### src/rtl/uart_pkg.sv
// uart_pkg: shared types for the buffered UART transmitter
package uart_pkg;
    typedef logic [15:0] word;
    typedef enum logic [1:0] {PAR_NONE, PAR_EVEN, PAR_ODD} parity_t;
    typedef enum logic [2:0] {ST_IDLE, ST_START, ST_DATA, ST_PARITY, ST_STOP} tx_state_t;
endpackage

### src/rtl/uart_tx_buffered_fifo.sv
// sync_fifo: registered FIFO with occupancy count; a write into a full FIFO is taken only alongside a read
module sync_fifo #(
    parameter int WIDTH = 8,
    parameter int DEPTH = 16
) (
    input  logic                     clk_i,
    input  logic                     reset_i,
    input  logic                     wr_en,
    input  logic [WIDTH-1:0]         wr_data,
    input  logic                     rd_en,
    output logic [WIDTH-1:0]         rd_data,
    output logic                     full,
    output logic                     empty,
    output logic [$clog2(DEPTH):0]   level
);
    localparam int AW = $clog2(DEPTH);
    localparam int LW = AW + 1;
    logic [WIDTH-1:0] mem_q [DEPTH];
    logic [AW-1:0] wr_ptr_q, rd_ptr_q;
    logic [LW-1:0] level_q;
    logic do_wr, do_rd;
    assign do_rd   = rd_en && !empty;
    assign do_wr   = wr_en && (!full || do_rd);
    assign full    = level_q == LW'(DEPTH);
    assign empty   = level_q == '0;
    assign level   = level_q;
    assign rd_data = mem_q[rd_ptr_q];
    // storage needs no reset: pointers and count alone define what is valid
    always_ff @(posedge clk_i) if (do_wr) mem_q[wr_ptr_q] <= wr_data;
    // pointers wrap naturally at the power-of-two depth
    always_ff @(posedge clk_i) begin
        if (reset_i) begin
            wr_ptr_q <= '0;
            rd_ptr_q <= '0;
            level_q  <= '0;
        end else begin
            if (do_wr) wr_ptr_q <= wr_ptr_q + AW'(1);
            if (do_rd) rd_ptr_q <= rd_ptr_q + AW'(1);
            level_q <= level_q + LW'(do_wr) - LW'(do_rd);
        end
    end
endmodule

### src/rtl/uart_tx_buffered.sv
// uart_tx_buffered: FIFO-fed UART serialiser with per-frame latched parity/stop/prescaler config
module uart_tx_buffered
    import uart_pkg::*;
#(
    parameter int DATA_W     = 8,
    parameter int FIFO_DEPTH = 16,
    localparam int LEVEL_W   = $clog2(FIFO_DEPTH) + 1
) (
    input  logic               clk_i,
    input  logic               reset_i,
    input  word                prescaler,
    input  parity_t            parity_mode,
    input  logic               two_stop,
    input  logic [DATA_W-1:0]  wr_data,
    input  logic               wr_en,
    input  logic               clr_ovf,
    output logic               tx,
    output logic               busy,
    output logic               full,
    output logic [LEVEL_W-1:0] level,
    output logic               overflow
);
    tx_state_t state_q, state_d;
    word cnt_q, cnt_d, pre_q, pre_d;
    logic [3:0] bit_q, bit_d;
    logic [DATA_W-1:0] shift_q, shift_d, head;
    parity_t mode_q, mode_d;
    logic two_q, two_d, stop_q, stop_d, par_q, par_d, tx_q, tx_d, ovf_q, ovf_d;
    logic empty, load, bit_end;
    sync_fifo #(.WIDTH(DATA_W), .DEPTH(FIFO_DEPTH)) u_fifo (
        .clk_i(clk_i), .reset_i(reset_i), .wr_en(wr_en), .wr_data(wr_data), .rd_en(load),
        .rd_data(head), .full(full), .empty(empty), .level(level)
    );
    assign bit_end  = cnt_q == '0;
    assign tx       = tx_q;
    assign busy     = state_q != ST_IDLE || !empty;
    assign overflow = ovf_q;
    // frame sequencer: advances one bit per expired bit period, reloading from the FIFO without a gap
    always_comb begin
        state_d = state_q;
        cnt_d   = cnt_q;
        bit_d   = bit_q;
        shift_d = shift_q;
        par_d   = par_q;
        pre_d   = pre_q;
        mode_d  = mode_q;
        two_d   = two_q;
        stop_d  = stop_q;
        tx_d    = tx_q;
        load    = 1'b0;
        case (state_q)
            ST_IDLE: load = !empty;
            ST_START: if (bit_end) begin
                state_d = ST_DATA;
                tx_d    = shift_q[0];
                shift_d = shift_q >> 1;
                bit_d   = '0;
            end
            ST_DATA: if (bit_end) begin
                if (bit_q == 4'(DATA_W - 1)) begin
                    state_d = mode_q == PAR_NONE ? ST_STOP : ST_PARITY;
                    tx_d    = mode_q == PAR_NONE ? 1'b1 : mode_q == PAR_ODD ? ~par_q : par_q;
                    stop_d  = 1'b0;
                end else begin
                    tx_d    = shift_q[0];
                    shift_d = shift_q >> 1;
                    bit_d   = bit_q + 4'd1;
                end
            end
            ST_PARITY: if (bit_end) begin
                state_d = ST_STOP;
                tx_d    = 1'b1;
                stop_d  = 1'b0;
            end
            ST_STOP: if (bit_end) begin
                if (two_q && !stop_q) stop_d = 1'b1;
                else begin
                    state_d = ST_IDLE;
                    load    = !empty;
                end
            end
            default: state_d = ST_IDLE;
        endcase
        if (state_q != ST_IDLE) cnt_d = bit_end ? pre_q : cnt_q - word'(1);
        if (load) begin
            state_d = ST_START;
            tx_d    = 1'b0;
            shift_d = head;
            par_d   = ^head;
            pre_d   = prescaler;
            mode_d  = parity_mode;
            two_d   = two_stop;
            cnt_d   = prescaler;
        end
        ovf_d = (wr_en && full && !load) ? 1'b1 : clr_ovf ? 1'b0 : ovf_q;
    end
    // state registers; reset aborts any frame and returns the line to idle-high
    always_ff @(posedge clk_i) begin
        if (reset_i) begin
            state_q <= ST_IDLE;
            cnt_q   <= '0;
            bit_q   <= '0;
            shift_q <= '0;
            par_q   <= 1'b0;
            pre_q   <= '0;
            mode_q  <= PAR_NONE;
            two_q   <= 1'b0;
            stop_q  <= 1'b0;
            tx_q    <= 1'b1;
            ovf_q   <= 1'b0;
        end else begin
            state_q <= state_d;
            cnt_q   <= cnt_d;
            bit_q   <= bit_d;
            shift_q <= shift_d;
            par_q   <= par_d;
            pre_q   <= pre_d;
            mode_q  <= mode_d;
            two_q   <= two_d;
            stop_q  <= stop_d;
            tx_q    <= tx_d;
            ovf_q   <= ovf_d;
        end
    end
endmodule

### config.mk
export PLATFORM = sky130hd
export DESIGN_NAME = uart_tx_buffered
export DESIGN_NICKNAME = d
export VERILOG_FILES = /design/src/rtl/uart_pkg.sv /design/src/rtl/uart_tx_buffered_fifo.sv /design/src/rtl/uart_tx_buffered.sv
export SDC_FILE = /design/constraint.sdc
export NUM_CORES = 1
export LEC_CHECK = 0
export ABC_CLOCK_PERIOD_IN_PS = 7700
export CAP_MARGIN = 20
export CORE_MARGIN = 1
export CORE_UTILIZATION = 45
export CTS_BUF_LIST = sky130_fd_sc_hd__clkbuf_16
export DETAILED_ROUTE_END_ITERATION = 12
export SYNTH_ARGS = -nofsm -noshare
export SYNTH_HDL_FRONTEND = slang
export SYNTH_SLANG_ARGS = --single-unit
### constraint.sdc
create_clock -name clk_i -period 7.7 [get_ports clk_i]
set_input_delay 1.54 -clock clk_i [delete_from_list [all_inputs] [get_ports clk_i]]
set_output_delay 1.54 -clock clk_i [all_outputs]
set_load 0.01 [all_outputs]
==> impl_metrics.yaml <==
yosys:
  seq_area_frac_synth: 0.623
  async_flop_share: 0
  synth_edf_count: 128
  syn_area_um2: 8450
  synth_nets: 688
  synth.top_cell.area_share: 0.455
  ys_warn_count: 0
  yosys.cell_types.count: 63
  synth_area_per_cell_um2: 13.1
  synth_ff_type: "edfxtp_1"
  netlist_top_cells_count: "edfxtp_1 (128), nand2_1 (76), dfxtp_1 (71), nor2_1 (71), a21oi_1 (34)"
  synth_cells: 644
  synth_top_area_cell: "edfxtp_1"
  synth-seq-cells: 199
  yosysMostFrequentCell: "edfxtp_1"
  synthTopCellsByArea: "edfxtp_1 (45%), dfxtp_1 (17%), mux4_2 (8.5%)"
cells_and_area:
  syn2layout_area_growth_pct: 12.9
  layout-drive-gt1-share: 0.124
  antenna_cells: 0
  finish.utilization: 0.524
  nNetsFinal: 718
floorplan:
  dieArea_um2: 19300
  start_util: 0.464
  die_h_um: 139
  ioPinCount: 40
  die_w_um: 139
  core.rowCount: 49
  core-area_um2: 18200
clock_tree:
  clkSlewWorstSetupHoldPaths_ns: 0.07
  clk_latency_ns: 0.43
  clock-sinks: 199
  post-cts-setup-buffers: 0
  htreeDepth: 4
  cts_resized: 0
  cts_buffers: 17
  cts_hold_buf: 0
  cts-root-buf: "clkbuf_16"
  cts_tree: "built"
  clockBufferDepth: 2
drt:
  vias_per_cell: 5.60
  antenna_left: 0
  first_iter_violations: 371
  vias: 5134
  first_pass_iters: 6
  drc_errors: 0
  routed_wl_um: 17500
  post_drt_wl_per_cell_um: 19.1
power_and_ir_drop:
  vdd_ir_drop_max_v: 0.000177
  powerDensity_nw_per_um2: 344
  p_leak_nw: 3.26
setup_path:
  cp.buffers_inverters: 4
  critical_path_class: "flip-flop to primary output"
  cp.required_ns: 6.16
  critical_path_arrival_ns: 2.89
  rr_worst_depth: 15
  cp_slowest_cell: "nor4b_1"
  worstPathCellList: "inv_1, ha_1, nor4b_1, and3_1, inv_1, buf_4, clkdlybuf4s50_1"
  rrSetupSlack_ns: 3.99
  max_stage_delay_ns: 0.78
  critPathMaxFanout: 31
  reg2reg_from: "cnt_q[0]$_SDFFE_PP0P_"
  end_kind: "primary output"
  r2r-end: "u_fifo.level[4]$_SDFF_PP0_"
  path_common_cell: "inv_1"
  crit_family: "simple AND/OR/NAND/NOR gates"
  cp-start-kind: "flip-flop"
timing:
  timing.fmax_ghz: 0.226
  finClkSkew_ns: 0.0132
  rsz0062_at_grt: "false"
  setup_tns_ns: 0
  fin_crit_sh: 0.576
  slew_violations: 0
  finalHoldViolCount: 0
  finalSetupViolCount: 0
  tightest_slew_ns: 0.963
  min_period_ns: 4.43
  relSlewSlack: 0.349
grt:
  grt_pass1_wl_um: 28000
  grt.busiest_layer: "met2"
  met3_usage: 0.0463
  use_met2: 0.301
  grt_use_total: 0.191
  grt_max_degree: 72
  use_met1: 0.267
  antenna_found_initial: 0
  overflow: 0
  first_global_vias: 5048
flow_run:
  maxCapViolations: 0
place:
  gp_congestion: 0.840
  dp_hpwl_um: 11300
  port_buffers: 39
run_status:
  status: "complete, no violations"
worst_hold_path:
  worstHoldEndpoint: "pre_q[9]$_SDFFE_PP0P_"
  hp-start: "pre_q[9]$_SDFFE_PP0P_"
  hold_depth: 2
  hp-class: "flip-flop to flip-flop"
-- placed cells by master, fill, tap and decap left out, drive strengths merged, types with 3 or more instances in the layout --
cell type      synthesis  routed
a211oi                 9       9
a21oi                 34      34
a22oi                 16      16
a311o                  3       3
a311oi                12      12
a31oi                  5       5
buf                   14       9
clkbuf                23      18
clkdlybuf4s50          0      38
clkinv                 0       3
dfxtp                 71      71
edfxtp               128     128
ha                    12      12
inv                   17      27
mux2i                  9       9
mux4                  32      32
nand2                 77      77
nand2b                 5       5
nand3                  7       7
nor2                  72      72
nor2b                  4       4
nor3                  13      13
nor4                   3       3
o211ai                11      11
o21ai                  4       4
o31ai                  3       3
or3                    4       4
or4                    5       5
xnor2                 15      15
xor2                   9       9
-- worst min-delay path, delay by kind of cell, from the launching register on --
| family | cells | cell delay [ns] |
|---|---|---|
| flops | 1 | 0.31 |
| simple gates | 1 | 0.05 |
| compound gates | 1 | 0.05 |
-- report_power, final --
group | total (mW) | internal, mW | leakage [nW] | switching [mW]
Sequential | 1.37 | 1.26 | 1.74 | 0.108
Combinational | 1.06 | 0.466 | 1.23 | 0.591
Clock | 0.851 | 0.429 | 0.281 | 0.422
-- metal layers --
metal	wire length, µm	part of all wire	vias to the layer above
li1	-	-	2467
met5	0	0	-
met3	789	0.045	13
met4	150	0.0086	0
met2	8330	0.48	98
met1	8200	0.47	2556
-- worst max path at each step --
stage / cells past startpoint / endpoint / slack, ns / startpoint
after floorplan: 18 / u_fifo.level[4]$_SDFF_PP0_ / 4.37 / cnt_q[0]$_SDFFE_PP0P_
after global placement: 4 / u_fifo.mem_q[0][5]$_DFFE_PP_ / 3.78 / wr_en
after detailed placement: 7 / busy / 3.76 / u_fifo.level[3]$_SDFF_PP0_
after CTS: 7 / busy / 3.27 / u_fifo.level[3]$_SDFF_PP0_
after global routing: 7 / busy / 3.05 / u_fifo.level[3]$_SDFF_PP0_
final: 7 / busy / 3.27 / u_fifo.level[2]$_SDFF_PP0_
-- final cells by class --
cell class / count / area, µm²
fillers: 1522 / 8670
inverters: 17 / 63.8
flip-flops and latches: 199 / 5270
clock inverters: 15 / 138
clock buffers: 17 / 425
repair buffers: 48 / 448
multi-input cells: 391 / 2910
well taps: 229 / 287
-- registers in the layout (all words and copies together) (netlist names), named ones only --
register / count
state_q: 3
tx: 1
stop_q: 1
par_q: 1
mode_q: 2
overflow: 1
two_q: 1
shift_q: 8
bit_q: 4
u_fifo.wr_ptr_q: 4
pre_q: 16
u_fifo.level: 5
u_fifo.mem_q: 128
u_fifo.rd_ptr_q: 4
cnt_q: 16
-- stage by stage --
step	hold WS [ns]	area [µm²]	setup WS (ns)	std cells	power, mW
after global placement	0.443	8950	3.78	880	2.42
final	0.455	9540	3.27	916	3.28
after global routing	0.481	9540	3.05	916	3.48
after floorplan	0.436	8450	4.37	644	2.21
after CTS	0.460	9520	3.27	913	3.31
after detailed placement	0.450	8960	3.76	881	2.46
-- cell families (layout without fill, tap and decap cells) --
logic type / after synthesis / count (layout) / share of synthesized area
simple gates: 203 / 203 / 0.112
buf+inv: 54 / 97 / 0.0326
fa+ha+maj: 13 / 13 / 0.0201
flops: 199 / 199 / 0.623
xor+xnor: 24 / 24 / 0.0249
compound gates: 109 / 109 / 0.0903
mux: 42 / 42 / 0.0973
(Power assumes the default switching activity.)
